`src/rtl/miriscv_data_arbiter_if.sv`:
```
// Bus bundle between the two requesters, the data arbiter and the data memory.
// Handshake: a requester raises mN_req_i with a stable payload and holds it until
// mN_gnt_o is seen high in the same cycle; the payload may change the cycle after.
// The memory accepts data_req_o in any cycle (no backpressure) and answers every
// read with exactly one data_rvalid_i pulse, in issue order; writes get no answer.
interface miriscv_data_arbiter_if #(
  parameter int XLEN = 32
);

  // requester 0 (core LSU)
  logic              m0_req_i;
  logic              m0_we_i;
  logic [XLEN/8-1:0] m0_be_i;
  logic [XLEN-1:0]   m0_addr_i;
  logic [XLEN-1:0]   m0_wdata_i;
  logic              m0_gnt_o;
  logic              m0_rvalid_o;
  logic [XLEN-1:0]   m0_rdata_o;

  // requester 1 (debug / DMA master)
  logic              m1_req_i;
  logic              m1_we_i;
  logic [XLEN/8-1:0] m1_be_i;
  logic [XLEN-1:0]   m1_addr_i;
  logic [XLEN-1:0]   m1_wdata_i;
  logic              m1_gnt_o;
  logic              m1_rvalid_o;
  logic [XLEN-1:0]   m1_rdata_o;

  // shared data memory port
  logic              data_req_o;
  logic              data_we_o;
  logic [XLEN/8-1:0] data_be_o;
  logic [XLEN-1:0]   data_addr_o;
  logic [XLEN-1:0]   data_wdata_o;
  logic              data_rvalid_i;
  logic [XLEN-1:0]   data_rdata_i;

  // arbiter view
  modport slave (
    input  m0_req_i, m0_we_i, m0_be_i, m0_addr_i, m0_wdata_i,
    output m0_gnt_o, m0_rvalid_o, m0_rdata_o,
    input  m1_req_i, m1_we_i, m1_be_i, m1_addr_i, m1_wdata_i,
    output m1_gnt_o, m1_rvalid_o, m1_rdata_o,
    output data_req_o, data_we_o, data_be_o, data_addr_o, data_wdata_o,
    input  data_rvalid_i, data_rdata_i
  );

  // environment view (requesters plus memory)
  modport master (
    output m0_req_i, m0_we_i, m0_be_i, m0_addr_i, m0_wdata_i,
    input  m0_gnt_o, m0_rvalid_o, m0_rdata_o,
    output m1_req_i, m1_we_i, m1_be_i, m1_addr_i, m1_wdata_i,
    input  m1_gnt_o, m1_rvalid_o, m1_rdata_o,
    input  data_req_o, data_we_o, data_be_o, data_addr_o, data_wdata_o,
    output data_rvalid_i, data_rdata_i
  );

endinterface

```
`src/rtl/miriscv_data_arbiter.sv`:
```
// miriscv_data_arbiter: shares one data-memory port between the core LSU (port 0)
// and a debug/DMA master (port 1). One request is granted and forwarded per cycle
// with zero added latency; an ID FIFO remembers which port issued each outstanding
// read so the in-order read responses are steered back to the right requester.
//
// Build option: define MIRISCV_DATA_ARB_RR_EN for round-robin arbitration between
// the two ports; by default port 0 has fixed priority and no pointer flop exists.
//
// dbg_count_o exposes the outstanding-read count so checkers can observe it.
module miriscv_data_arbiter #(
  parameter  int XLEN            = 32,
  parameter  int MAX_OUTSTANDING = 2,
  localparam int CNT_W           = $clog2(MAX_OUTSTANDING + 1)
) (
  input  logic                      clk_i,
  input  logic                      rst_i,
  miriscv_data_arbiter_if.slave     bus,
  output logic                      arb_err_o,
  output logic [CNT_W-1:0]          dbg_count_o
);

  localparam int PTR_W = (MAX_OUTSTANDING > 1) ? $clog2(MAX_OUTSTANDING) : 1;

  // outstanding-read ID FIFO: one bit per entry, 1 = port 1 issued the read
  logic [MAX_OUTSTANDING-1:0] id_q;
  logic [PTR_W-1:0]           wr_ptr_q;
  logic [PTR_W-1:0]           rd_ptr_q;
  logic [CNT_W-1:0]           count_q;

  logic fifo_full;
  logic elig0;
  logic elig1;
  logic gnt0;
  logic gnt1;
  logic push;
  logic pop;
  logic head_id;

  // Wrap-around increment for FIFO pointers of arbitrary depth.
  function automatic logic [PTR_W-1:0] ptr_inc(input logic [PTR_W-1:0] p);
    if (p == PTR_W'(MAX_OUTSTANDING - 1)) begin
      return '0;
    end
    return p + PTR_W'(1);
  endfunction

  // A full FIFO only holds back reads; the same-cycle pop is deliberately ignored
  // so grant never depends on data_rvalid_i, keeping the grant path short.
  assign fifo_full = (count_q == CNT_W'(MAX_OUTSTANDING));
  assign elig0     = bus.m0_req_i & (bus.m0_we_i | ~fifo_full);
  assign elig1     = bus.m1_req_i & (bus.m1_we_i | ~fifo_full);

`ifdef MIRISCV_DATA_ARB_RR_EN
  // rr_ptr_q names the port preferred when both ports are eligible.
  logic rr_ptr_q;

  // Preferred port wins a tie; a lone eligible port always wins.
  always_comb begin
    gnt0 = elig0 & (~elig1 | ~rr_ptr_q);
    gnt1 = elig1 & (~elig0 |  rr_ptr_q);
  end

  // After any grant, prefer the other port next time.
  always_ff @(posedge clk_i or posedge rst_i) begin
    if (rst_i) begin
      rr_ptr_q <= 1'b0;
    end else if (gnt0) begin
      rr_ptr_q <= 1'b1;
    end else if (gnt1) begin
      rr_ptr_q <= 1'b0;
    end
  end
`else
  // Fixed priority: the core port always wins when it is eligible.
  always_comb begin
    gnt0 = elig0;
    gnt1 = elig1 & ~elig0;
  end
`endif

  assign bus.m0_gnt_o = gnt0;
  assign bus.m1_gnt_o = gnt1;

  // Forward the winner's payload; an idle cycle drives an all-zero request.
  always_comb begin
    bus.data_req_o   = 1'b0;
    bus.data_we_o    = 1'b0;
    bus.data_be_o    = '0;
    bus.data_addr_o  = '0;
    bus.data_wdata_o = '0;
    if (gnt0) begin
      bus.data_req_o   = 1'b1;
      bus.data_we_o    = bus.m0_we_i;
      bus.data_be_o    = bus.m0_be_i;
      bus.data_addr_o  = bus.m0_addr_i;
      bus.data_wdata_o = bus.m0_wdata_i;
    end else if (gnt1) begin
      bus.data_req_o   = 1'b1;
      bus.data_we_o    = bus.m1_we_i;
      bus.data_be_o    = bus.m1_be_i;
      bus.data_addr_o  = bus.m1_addr_i;
      bus.data_wdata_o = bus.m1_wdata_i;
    end
  end

  // A granted read records its issuer; a response retires the oldest entry.
  // A response arriving with nothing outstanding is spurious and is not popped.
  assign push    = (gnt0 & ~bus.m0_we_i) | (gnt1 & ~bus.m1_we_i);
  assign pop     = bus.data_rvalid_i & (count_q != '0);
  assign head_id = id_q[rd_ptr_q];

  assign bus.m0_rvalid_o = pop & ~head_id;
  assign bus.m1_rvalid_o = pop &  head_id;
  assign bus.m0_rdata_o  = bus.data_rdata_i;
  assign bus.m1_rdata_o  = bus.data_rdata_i;

  // ID FIFO storage, pointers and occupancy; push+pop together keeps the count.
  always_ff @(posedge clk_i or posedge rst_i) begin
    if (rst_i) begin
      id_q     <= '0;
      wr_ptr_q <= '0;
      rd_ptr_q <= '0;
      count_q  <= '0;
    end else begin
      if (push) begin
        id_q[wr_ptr_q] <= gnt1;
        wr_ptr_q       <= ptr_inc(wr_ptr_q);
      end
      if (pop) begin
        rd_ptr_q <= ptr_inc(rd_ptr_q);
      end
      if (push && !pop) begin
        count_q <= count_q + CNT_W'(1);
      end else if (pop && !push) begin
        count_q <= count_q - CNT_W'(1);
      end
    end
  end

  // Sticky error: a response with no read outstanding, cleared only by reset.
  always_ff @(posedge clk_i or posedge rst_i) begin
    if (rst_i) begin
      arb_err_o <= 1'b0;
    end else if (bus.data_rvalid_i && (count_q == '0)) begin
      arb_err_o <= 1'b1;
    end
  end

  assign dbg_count_o = count_q;

endmodule

```
`src/flat_wrapper.sv`:
```
// flat-port wrapper written by rule: the top's interface ports become plain ports
module miriscv_data_arbiter_flat 
#(
  parameter  int XLEN            = 32,
  parameter  int MAX_OUTSTANDING = 2,
  localparam int CNT_W           = $clog2(MAX_OUTSTANDING + 1)
)
  (clk_i, rst_i, arb_err_o, dbg_count_o, bus_m0_req_i, bus_m0_we_i, bus_m0_be_i, bus_m0_addr_i, bus_m0_wdata_i, bus_m0_gnt_o, bus_m0_rvalid_o, bus_m0_rdata_o, bus_m1_req_i, bus_m1_we_i, bus_m1_be_i, bus_m1_addr_i, bus_m1_wdata_i, bus_m1_gnt_o, bus_m1_rvalid_o, bus_m1_rdata_o, bus_data_req_o, bus_data_we_o, bus_data_be_o, bus_data_addr_o, bus_data_wdata_o, bus_data_rvalid_i, bus_data_rdata_i);
  miriscv_data_arbiter_if #(.XLEN(XLEN)) bus_i ();
  input  logic clk_i;
  input  logic rst_i;
  output logic arb_err_o;
  output logic [CNT_W-1:0] dbg_count_o;
  input wire logic [$bits(bus_i.m0_req_i)-1:0] bus_m0_req_i;
  input wire logic [$bits(bus_i.m0_we_i)-1:0] bus_m0_we_i;
  input wire logic [$bits(bus_i.m0_be_i)-1:0] bus_m0_be_i;
  input wire logic [$bits(bus_i.m0_addr_i)-1:0] bus_m0_addr_i;
  input wire logic [$bits(bus_i.m0_wdata_i)-1:0] bus_m0_wdata_i;
  output wire logic [$bits(bus_i.m0_gnt_o)-1:0] bus_m0_gnt_o;
  output wire logic [$bits(bus_i.m0_rvalid_o)-1:0] bus_m0_rvalid_o;
  output wire logic [$bits(bus_i.m0_rdata_o)-1:0] bus_m0_rdata_o;
  input wire logic [$bits(bus_i.m1_req_i)-1:0] bus_m1_req_i;
  input wire logic [$bits(bus_i.m1_we_i)-1:0] bus_m1_we_i;
  input wire logic [$bits(bus_i.m1_be_i)-1:0] bus_m1_be_i;
  input wire logic [$bits(bus_i.m1_addr_i)-1:0] bus_m1_addr_i;
  input wire logic [$bits(bus_i.m1_wdata_i)-1:0] bus_m1_wdata_i;
  output wire logic [$bits(bus_i.m1_gnt_o)-1:0] bus_m1_gnt_o;
  output wire logic [$bits(bus_i.m1_rvalid_o)-1:0] bus_m1_rvalid_o;
  output wire logic [$bits(bus_i.m1_rdata_o)-1:0] bus_m1_rdata_o;
  output wire logic [$bits(bus_i.data_req_o)-1:0] bus_data_req_o;
  output wire logic [$bits(bus_i.data_we_o)-1:0] bus_data_we_o;
  output wire logic [$bits(bus_i.data_be_o)-1:0] bus_data_be_o;
  output wire logic [$bits(bus_i.data_addr_o)-1:0] bus_data_addr_o;
  output wire logic [$bits(bus_i.data_wdata_o)-1:0] bus_data_wdata_o;
  input wire logic [$bits(bus_i.data_rvalid_i)-1:0] bus_data_rvalid_i;
  input wire logic [$bits(bus_i.data_rdata_i)-1:0] bus_data_rdata_i;
  assign bus_i.m0_req_i = bus_m0_req_i;
  assign bus_i.m0_we_i = bus_m0_we_i;
  assign bus_i.m0_be_i = bus_m0_be_i;
  assign bus_i.m0_addr_i = bus_m0_addr_i;
  assign bus_i.m0_wdata_i = bus_m0_wdata_i;
  assign bus_m0_gnt_o = bus_i.m0_gnt_o;
  assign bus_m0_rvalid_o = bus_i.m0_rvalid_o;
  assign bus_m0_rdata_o = bus_i.m0_rdata_o;
  assign bus_i.m1_req_i = bus_m1_req_i;
  assign bus_i.m1_we_i = bus_m1_we_i;
  assign bus_i.m1_be_i = bus_m1_be_i;
  assign bus_i.m1_addr_i = bus_m1_addr_i;
  assign bus_i.m1_wdata_i = bus_m1_wdata_i;
  assign bus_m1_gnt_o = bus_i.m1_gnt_o;
  assign bus_m1_rvalid_o = bus_i.m1_rvalid_o;
  assign bus_m1_rdata_o = bus_i.m1_rdata_o;
  assign bus_data_req_o = bus_i.data_req_o;
  assign bus_data_we_o = bus_i.data_we_o;
  assign bus_data_be_o = bus_i.data_be_o;
  assign bus_data_addr_o = bus_i.data_addr_o;
  assign bus_data_wdata_o = bus_i.data_wdata_o;
  assign bus_i.data_rvalid_i = bus_data_rvalid_i;
  assign bus_i.data_rdata_i = bus_data_rdata_i;
  miriscv_data_arbiter #(.XLEN(XLEN), .MAX_OUTSTANDING(MAX_OUTSTANDING)) u_core (.clk_i(clk_i), .rst_i(rst_i), .bus(bus_i), .arb_err_o(arb_err_o), .dbg_count_o(dbg_count_o));
endmodule
```
`config.mk`:
```
export PLATFORM = sky130hd
export DESIGN_NAME = miriscv_data_arbiter_flat
export DESIGN_NICKNAME = d
export VERILOG_FILES = /design/src/rtl/miriscv_data_arbiter_if.sv /design/src/rtl/miriscv_data_arbiter.sv /design/src/flat_wrapper.sv
export SDC_FILE = /design/constraint.sdc
export NUM_CORES = 1
export LEC_CHECK = 0
export BUFFER_PORTS_ARGS = -buffer_cell sky130_fd_sc_hd__clkbuf_2
export CAP_MARGIN = 30
export CORE_AREA = 2 2 122 124
export DETAILED_ROUTE_END_ITERATION = 10
export DIE_AREA = 0 0 124 126
export GPL_ROUTABILITY_DRIVEN = 0
export PLACE_DENSITY = 0.49
export SLEW_MARGIN = 20
export SYNTH_ARGS = -nofsm -noshare
export SYNTH_HDL_FRONTEND = slang
export SYNTH_SLANG_ARGS = --single-unit
```
`constraint.sdc`:
```
create_clock -name clk_i -period 4.95 [get_ports clk_i]
set_input_delay 0.7425 -clock clk_i [delete_from_list [all_inputs] [get_ports clk_i]]
set_output_delay 0.7425 -clock clk_i [all_outputs]
set_load 0.01 [all_outputs]
```
==> results of run 1 <==
-- metal layers --
layer	global-route usage, %	wire (microns)
met1	8.36	2450
met2	13.6	3310
met3	3.49	927
met4	2.45	182
met5	0	37
-- synthesized netlist by cell type --
cell,instances
clkbuf_1,5
buf_4,64
buf_2,3
and2_1,1
nor3b_1,1
a22o_1,69
a21o_1,1
o2111ai_1,2
a211oi_4,1
nor2b_1,2
xor2_1,2
nor2_1,3
or3b_4,1
mux2i_1,1
o21bai_1,1
o21ai_0,1
xnor2_1,3
dfrtp_1,7
buf_6,8
inv_1,3
mux2_1,2
nand2_1,1
nand2b_1,1
o211a_1,1
ha_1,1
-- state kept, by name, summed over array words and instances, names as in the netlist --
| register | cells |
|---|---|
| u_core.id_q | 2 |
| u_core.wr_ptr_q | 1 |
| u_core.rd_ptr_q | 1 |
| u_core.arb_err_o | 1 |
| u_core.dbg_count_o | 2 |
-- cell usage in the layout (no fill, tap or decap) --
cell	n
o211a_1	1
dfrtp_1	7
clkbuf_1	1
nand2_1	1
mux2i_1	1
buf_12	1
o2111ai_1	2
buf_6	1
or3b_4	1
nor2_1	3
o21bai_1	1
clkbuf_2	219
xnor2_1	3
nor3b_1	1
and2_4	1
ha_1	1
a211oi_4	1
mux2_1	2
inv_1	3
a21o_1	1
nor2b_1	2
xor2_1	2
clkbuf_16	3
a22o_1	69
nand2b_1	1
o21ai_0	1
-- report_power, final --
| part | internal (uW) | switching (uW) |
|---|---|---|
| clock network | 107 | 27.7 |
| logic | 251 | 256 |
| registers | 82.5 | 29.4 |
| total | 440 | 313 |
-- critical path, stage by stage --
cell	delay, ns
clkbuf_2	0.11
or3b_4	0.39
a211oi_4	0.57
buf_6	0.24
buf_12	0.24
a22o_1	0.22
clkbuf_2	0.15
-- area by class of cell --
class / instances / area, sq um / share of cell area (%)
well taps: 184 / 230 / 9.42
repair buffers: 221 / 1130 / 46.1
inverters: 3 / 11.3 / 0.461
clock buffers: 4 / 78.8 / 3.22
flip-flops and latches: 7 / 175 / 7.16
multi-input cells: 95 / 822 / 33.6
-- path summary, 6_finish.rpt --
path / startpoint / endpoint / slack, ns
worst min register to register: u_core.arb_err_o$_DFFE_PP0P_ / u_core.arb_err_o$_DFFE_PP0P_ / 0.45
worst max register to register: u_core.dbg_count_o[0]$_DFFE_PP0P_ / u_core.id_q[1]$_DFFE_PP0P_ / 2.73
max in group asynchronous: rst_i / u_core.rd_ptr_q$_DFFE_PP0P_ / 4.31
worst max-delay path: bus_m0_we_i / bus_data_wdata_o[16] / 1.53
min in group clk_i: u_core.arb_err_o$_DFFE_PP0P_ / u_core.arb_err_o$_DFFE_PP0P_ / 0.45
worst min-delay path: rst_i / u_core.arb_err_o$_DFFE_PP0P_ / 0.43
-- stage by stage --
step           cell area [sq um]  total power [uW]  hold slack [ns]
6_report                    2440               753            0.425
5_1_grt                     2440               820            0.463
4_1_cts                     2430               764            0.434
3_5_place_dp                2350               623            0.448
3_3_place_gp                2350               613            0.439
2_1_floorplan               1610               486            0.464
-- kinds of logic after synthesis --
logic type,share of synthesized area [%]
AOI/OAI and AO/OA,41.7
xor gates and xnor gates,2.72
adders and majority gates,0.777
buffers and inverters,38.2
DFF,10.9
muxes,2.02
and+or+nand+nor,3.65
==> flow_metrics.tcl, run 1 <==
set metrics [dict create \
    cts_root_buf "clkbuf_16" \
    h-tree-depth 1 \
    drc 0 \
    fillers 1638 \
    syn-num-nets 361 \
    clock_latency_ns 0.23 \
    status "finished, final reports clean" \
    core_area_sq_mm 0.0143 \
    io_buffers 219 \
    slew_violations 0 \
    synth_cells 185 \
    yosys-top-cells-area "a22o_1 (38%), buf_4 (30%), dfrtp_1 (11%)" \
    timing_hold_violations_final 0 \
    die-width_microns 124 \
    grtUsageTotal_pct 7.79 \
    netlist_area_sq_mm 0.00161 \
    cts.sinks 7 \
    dp_cells 509 \
    worst_pin_slew_ns 0.724 \
    period_needed_ns 3.42 \
    layout.cells.non_filler 514 \
    holdBufCountCts 0 \
    grt_pass1_wl_mm 9.53 \
    cts_buffers 3 \
    die_h_microns 126 \
    r2r.worst_path.cells 5 \
    fin_nets 507 \
    post-route-util_pct 17.1 \
    start_kind "input pin" \
    worstPathArrival_ns 2.67 \
    synth-seq-cells 7 \
    synth_warnings 0 \
    clockBufferDepth 2 \
    ys_types 25 \
    wl_per_cell_microns 13.4 \
    finalSetupTns_ns 0 \
    vias 1994 \
    antenna_found_initial 3 \
    holdCritPathClass "in2async" \
    drt_first_pass_iters 4 \
    cts_tree "done" \
    path_class "in2out" \
    start_util_pct 11.2 \
    clkTransAtPathRegs_ns 0.03 \
    leakagePower_uw 0.00141 \
    max_freq_mhz 293 \
    powerDensity_mw_per_mm2 308 \
    setup_violations 0 \
    dieArea_sq_mm 0.0156 \
    syn_area_per_cell_sq_um 8.70 \
    max-cap-violations 0 \
    diodes 0 \
    synth_top_area_cell "a22o_1" \
    drtIter0Drc 40 \
    vias_per_cell 3.88 \
    yosysSeqAreaShare_pct 10.9 \
    io_pins 316 \
    area_growth_pct 51.8 \
    timing.final.ws_setup_ns 1.53 \
    drive_above_1_share_pct 68.8 \
    grt_overflow 0 \
    rsz0062_at_grt "false" \
    cp_max_fo 50 \
    ir_drop_uv 236 \
    dp_hpwl_mm 5.92 \
    detail-route-antenna-nets 0 \
    skew_ns 0.000455 \
    cp-end-kind "output port" \
    fin_crit_sh_pct 69.0 \
    slew_headroom_pct 51.7 \
    wl_mm 6.90 \
    ctsResizeCount 0 \
    post-place-ws_ns 1.35 \
    cts_setup_buffers 0 \
    std_cell_rows 44 \
    synth_top_cell_area_share_pct 37.5 \
    grt_pass1_vias 1916 \
    grt_max_degree 71 \
    cp.required_ns 4.21 \
]
No activity file was read; power rests on OpenSTA's default activity.
==> inputs of run 2 (changes only) <==
--- a/config.mk
+++ b/config.mk
@@ -5,13 +5,14 @@
 export SDC_FILE = /design/constraint.sdc
 export NUM_CORES = 1
 export LEC_CHECK = 0
+export ABC_AREA = 1
 export BUFFER_PORTS_ARGS = -buffer_cell sky130_fd_sc_hd__clkbuf_2
 export CAP_MARGIN = 30
-export CORE_AREA = 2 2 122 124
+export CORE_AREA = 2 2 121 123
 export DETAILED_ROUTE_END_ITERATION = 10
-export DIE_AREA = 0 0 124 126
+export DIE_AREA = 0 0 123 125
 export GPL_ROUTABILITY_DRIVEN = 0
-export PLACE_DENSITY = 0.49
+export PLACE_DENSITY = 0.5
 export SLEW_MARGIN = 20
 export SYNTH_ARGS = -nofsm -noshare
 export SYNTH_HDL_FRONTEND = slang
==> constraint.sdc (replaced) <==
create_clock -name clk_i -period 3.35 [get_ports clk_i]
set_input_delay 0.5025 -clock clk_i [delete_from_list [all_inputs] [get_ports clk_i]]
set_output_delay 0.5025 -clock clk_i [all_outputs]
set_load 0.01 [all_outputs]
==> run 2 against run 1 <==
Against the previous run: clock skew about the same; worst hold slack got worse by 0.23 ns; non-clock buffer count did not move; utilization grew 1.2 points; die area shrank 1.6%; first-iteration DRC count increased by 88%; largest power group unchanged.
==> flow_metrics.tcl, run 2 <==
set metrics [dict create \
    status "finished, final reports clean" \
    cts.sinks 7 \
    timing.final.ws_setup_ns 0.808 \
    wl_per_cell_microns 9.68 \
    timing_hold_violations_final 0 \
    leakagePower_uw 0.00178 \
    holdCritPathClass "in2async" \
    cts_tree "done" \
    antenna_found_initial 0 \
    vias_per_cell 3.55 \
    cp_max_fo 70 \
    netlist_area_sq_mm 0.00174 \
    synth-xor-area-share_pct 1.51 \
    h-tree-depth 1 \
    dp_hpwl_mm 5.41 \
    holdBufCountCts 0 \
    die-width_microns 123 \
    async_reset_ff_share_pct 100 \
    vias 2359 \
    critPathSlowestCell "dfrtp_1" \
    synth_fa_ha_area_share_pct 0.719 \
    drt_first_pass_iters 4 \
    ctsResizeCount 0 \
    worstPathArrival_ns 2.04 \
    post-place-ws_ns 0.854 \
    crit_top_cell "nand2_1" \
    drc 0 \
    mostFrequentLayoutCell "clkbuf_2" \
    area_growth_pct 49.3 \
    powerDensity_mw_per_mm2 422 \
    synth.most_common_cell "nand2_1" \
    cp-end-kind "output port" \
    synth_warnings 0 \
    ys_types 19 \
    std_cell_rows 44 \
    grt_pass1_vias 2131 \
    clockBufferDepth 2 \
    dieArea_sq_mm 0.0154 \
    slew_violations 0 \
    syn_area_per_cell_sq_um 5.21 \
    synth-seq-cells 7 \
    core_area_sq_mm 0.0142 \
    synth_cells 334 \
    start_util_pct 12.3 \
    drive_above_1_share_pct 47.8 \
    die_h_microns 125 \
    finalSetupTns_ns 0 \
    slew_headroom_pct 51.5 \
    synth_common_cells "nand2_1 (217), buf_4 (66), buf_2 (11)" \
    period_needed_ns 2.54 \
    io_buffers 219 \
    cp.required_ns 2.85 \
    synth_top_family_by_area "simple AND/OR/NAND/NOR gates" \
    worst_pin_slew_ns 0.727 \
    grt_pass1_wl_mm 9.84 \
    max_freq_mhz 393 \
    skew_ns 0.000728 \
    rsz0062_at_grt "false" \
    syn-num-nets 510 \
    layout.cells.non_filler 665 \
    synth_top_flop_cell "dfrtp_1" \
    synth_top_cell_area_share_pct 46.8 \
    synthMuxAreaShare_pct 0 \
    diodes 0 \
    start_kind "flip-flop" \
    post-route-util_pct 18.3 \
    dp_cells 661 \
    wl_mm 6.44 \
    grtUsageTotal_pct 7.73 \
    yosys-top-cells-area "nand2_1 (47%), buf_4 (28%), dfrtp_1 (10%)" \
    detail-route-antenna-nets 0 \
    fin_crit_sh_pct 75.9 \
    holdWs_ns 0.191 \
    yosysSeqAreaShare_pct 10.1 \
    synth-compound-area-share_pct 2.44 \
    clock_latency_ns 0.23 \
    grt_max_degree 71 \
    cts_root_buf "clkbuf_16" \
    setup_violations 0 \
    path_class "reg2out" \
    io_pins 316 \
    ir_drop_uv 325 \
    grt_overflow 0 \
    max-cap-violations 0 \
    crit_chain "inv_2 > nand3_1 > nand2_2 > inv_4 > nor2_8 > buf_4 > nand2_1 > nand2_1 > clkbuf_2" \
    cts_setup_buffers 0 \
    clkTransAtPathRegs_ns 0.04 \
    synth_edf_count 0 \
    synth-simple-area-share_pct 50.5 \
    cts_buffers 3 \
    synth_top_area_cell "nand2_1" \
    fin_nets 658 \
    slowest_delay_ns 0.41 \
    final_cell_mix "clkbuf_2 (219), nand2_1 (217), inv_1 (9)" \
    drtIter0Drc 75 \
]
## run 2: worst paths after layout
path | slack, ns | end | cells past startpoint | startpoint
setup reg to reg | 1.55 | u_core.dbg_count_o[1]$_DFFE_PP0P_ | 8 | u_core.dbg_count_o[0]$_DFFE_PP0P_
hold / removal | 0.19 | u_core.rd_ptr_q$_DFFE_PP0P_ | 2 | rst_i
max in group asynchronous | 2.93 | u_core.dbg_count_o[1]$_DFFE_PP0P_ | 2 | rst_i
setup / recovery | 0.81 | bus_data_be_o[1] | 9 | u_core.dbg_count_o[0]$_DFFE_PP0P_
hold reg to reg | 0.48 | u_core.id_q[0]$_DFFE_PP0P_ | 2 | u_core.id_q[0]$_DFFE_PP0P_
min in group clk_i | 0.48 | u_core.id_q[0]$_DFFE_PP0P_ | 2 | u_core.id_q[0]$_DFFE_PP0P_
## run 2: critical path: cells and delay by family, from the launching register on
kind	cells	cell delay [ns]
buf+inv	4	0.81
flops	1	0.41
simple gates	5	0.56
## run 2: cell families after synthesis
logic type      after synthesis
simple gates                227
fa+ha+maj                     1
buf+inv                      89
compound gates                7
xor+xnor                      3
flops                         7
## run 2: final cells by class
type                    count  area (sq um)
well taps                 184           230
repair buffers            221          1110
multi-input cells         238           960
fillers                  1680         11600
clock buffers               4          78.8
flip-flops and latches      7           175
inverters                  11          43.8
## run 2: layer usage
layer | part of all wire, % | routed length (microns) | up-vias | GRT usage, %
li1 | - | - | 1229 | -
met1 | 35 | 2280 | 952 | 8.23
met2 | 48 | 3080 | 138 | 13.6
met3 | 13 | 812 | 40 | 2.42
met4 | 4.2 | 268 | 0 | 3.74
met5 | 0 | 0 | - | 0
## run 2: where the power goes
group	internal (uW)	switching (uW)	total, uW
logic	300	437	737
clock network	158	45.3	204
registers	123	32.4	156
## run 2: metrics by stage
| step | area, sq um | total power, uW |
|---|---|---|
| global placement | 2520 | 907 |
| finish | 2600 | 1100 |
| detailed placement | 2520 | 908 |
| CTS | 2600 | 1120 |
| global route | 2600 | 1230 |
| floorplan | 1740 | 672 |
==> inputs of run 3 (changes only) <==
==> constraint.sdc (replaced) <==
create_clock -name clk_i -period 2.43 [get_ports clk_i]
set_input_delay 0.3645 -clock clk_i [delete_from_list [all_inputs] [get_ports clk_i]]
set_output_delay 0.3645 -clock clk_i [all_outputs]
set_load 0.01 [all_outputs]
==> run 3 against run 2 <==
Against the previous run: clock power grew 38%; power grew 39%; largest cell class unchanged; combinational power grew 40%; critical path depth is the same; highest routed layer unchanged; die area is the same; global-route usage shrank 0.16 points.
==> flow_metrics.tcl, run 3 (same netlist as run 2, synthesis figures left out) <==
set metrics [dict create \
    die_h_microns 125 \
    grt_use_met1_pct 7.41 \
    status "finished, final reports clean" \
    std_cell_rows 44 \
    die-width_microns 123 \
    area_growth_pct 50.5 \
    grt_max_degree 70 \
    ctsResizeCount 0 \
    drt_first_pass_iters 4 \
    start_kind "flip-flop" \
    max_freq_mhz 473 \
    wl_mm 6.52 \
    use_met3_pct 2.69 \
    r2r.worst_path.cells 5 \
    grtUsageTotal_pct 7.57 \
    dp_cells 662 \
    final_cell_mix "clkbuf_2 (219), nand2_1 (217), inv_1 (9)" \
    cts_tree "done" \
    grt_pass1_vias 2192 \
    io_pins 316 \
    holdCritPathClass "in2async" \
    clkTransAtPathRegs_ns 0.04 \
    worstPathArrival_ns 1.75 \
    antenna_found_initial 0 \
    clockBufferDepth 2 \
    timing_hold_violations_final 0 \
    io_buffers 219 \
    cts_root_buf "clkbuf_16" \
    grt-busiest-layer "met2" \
    skew_ns 0.000392 \
    cts.sinks 7 \
    setup_violations 0 \
    worstReg2RegStart "u_core.dbg_count_o[1]$_DFFE_PP0P_" \
    grt_pass1_wl_mm 9.59 \
    path_class "reg2out" \
    period_needed_ns 2.11 \
    finalSetupTns_ns 0 \
    dieArea_sq_mm 0.0154 \
    fin_nets 659 \
    drive_above_1_share_pct 47.9 \
    ir_drop_uv 324 \
    cp-end-kind "output port" \
    start_util_pct 12.3 \
    wl_per_cell_microns 9.79 \
    dp_hpwl_mm 5.43 \
    slew_headroom_pct 60.2 \
    max-cap-violations 0 \
    fin_crit_sh_pct 87.0 \
    layout.cells.non_filler 666 \
    grtUsageMet2_pct 13.6 \
    drtIter0Drc 58 \
    detail-route-antenna-nets 0 \
    powerDensity_mw_per_mm2 583 \
    slew_violations 0 \
    clock_latency_ns 0.23 \
    core_area_sq_mm 0.0142 \
    h-tree-depth 1 \
    cp.required_ns 2.07 \
    placed_area_sq_mm 0.00254 \
    grt_overflow 0 \
    worst_pin_slew_ns 0.591 \
    mostFrequentLayoutCell "clkbuf_2" \
    vias_per_cell 3.50 \
    drc 0 \
    vias 2332 \
    rsz0062_at_grt "false" \
    cts_setup_buffers 0 \
    cts_buffers 3 \
    r2r_slack_ns 0.65 \
    cp_max_fo 36 \
    reg2reg_to "u_core.dbg_count_o[1]$_DFFE_PP0P_" \
    fin_area_sq_mm 0.00262 \
    diodes 0 \
    leakagePower_uw 0.00179 \
    holdBufCountCts 0 \
]
==> run 3: power by group <==
group / switching [uW] / leakage [uW] / internal [uW]
logic: 606 / 0.00167 / 424
registers: 44.8 / 0.0000819 / 170
clock network: 63.4 / 0.0000382 / 218
total: 714 / 0.00179 / 812
==> run 3: final cells by class <==
class	count	area, sq um
clock buffer	4	78.8
multi-input combinational	238	960
timing repair buffer	222	1130
tap	184	230
fill	1699	11600
inverter	11	43.8
sequential	7	175
==> run 3: how the worst max path moves through the flow <==
| stage | start | endpoint | slack (ns) | depth (start not counted) |
|---|---|---|---|---|
| floorplan | u_core.dbg_count_o[0]$_DFFE_PP0P_ | u_core.dbg_count_o[1]$_DFFE_PP0P_ | 0.76 | 8 |
| global placement | bus_m0_we_i | bus_data_wdata_o[16] | 0.57 | 10 |
| detailed placement | u_core.dbg_count_o[0]$_DFFE_PP0P_ | bus_data_addr_o[17] | 0.56 | 9 |
| CTS | u_core.dbg_count_o[0]$_DFFE_PP0P_ | bus_data_addr_o[17] | 0.30 | 9 |
| global route | u_core.dbg_count_o[0]$_DFFE_PP0P_ | bus_data_addr_o[2] | 0.14 | 9 |
| finish | u_core.dbg_count_o[0]$_DFFE_PP0P_ | bus_data_wdata_o[13] | 0.32 | 9 |
==> run 3: worst max-delay path: stages (launching register included) <==
cell      delay [ns]
dfrtp_1         0.41
inv_2           0.10
nand3_1         0.08
nand2_2         0.12
inv_4           0.06
nor2_8          0.07
buf_4           0.34
nand2_1         0.09
nand2_1         0.09
clkbuf_2        0.13
==> run 3: stage by stage <==
step / power [uW] / util (%) / hold WS (ns) / worst slack, ns
after global routing: 1700 / 18.4 / 0.0699 / 0.145
after detailed placement: 1260 / 17.9 / 0.291 / 0.555
after CTS: 1560 / 18.4 / 0.0466 / 0.304
after global placement: 1260 / 17.9 / 0.290 / 0.568
final: 1530 / 18.4 / 0.0365 / 0.317
after floorplan: 927 / - / 0.168 / 0.756
==> run 3: routing by layer <==
layer	wire length (microns)	share of wire, %
met4	283	4.3
met5	0	0
met1	2280	35
met2	3050	47
met3	895	14
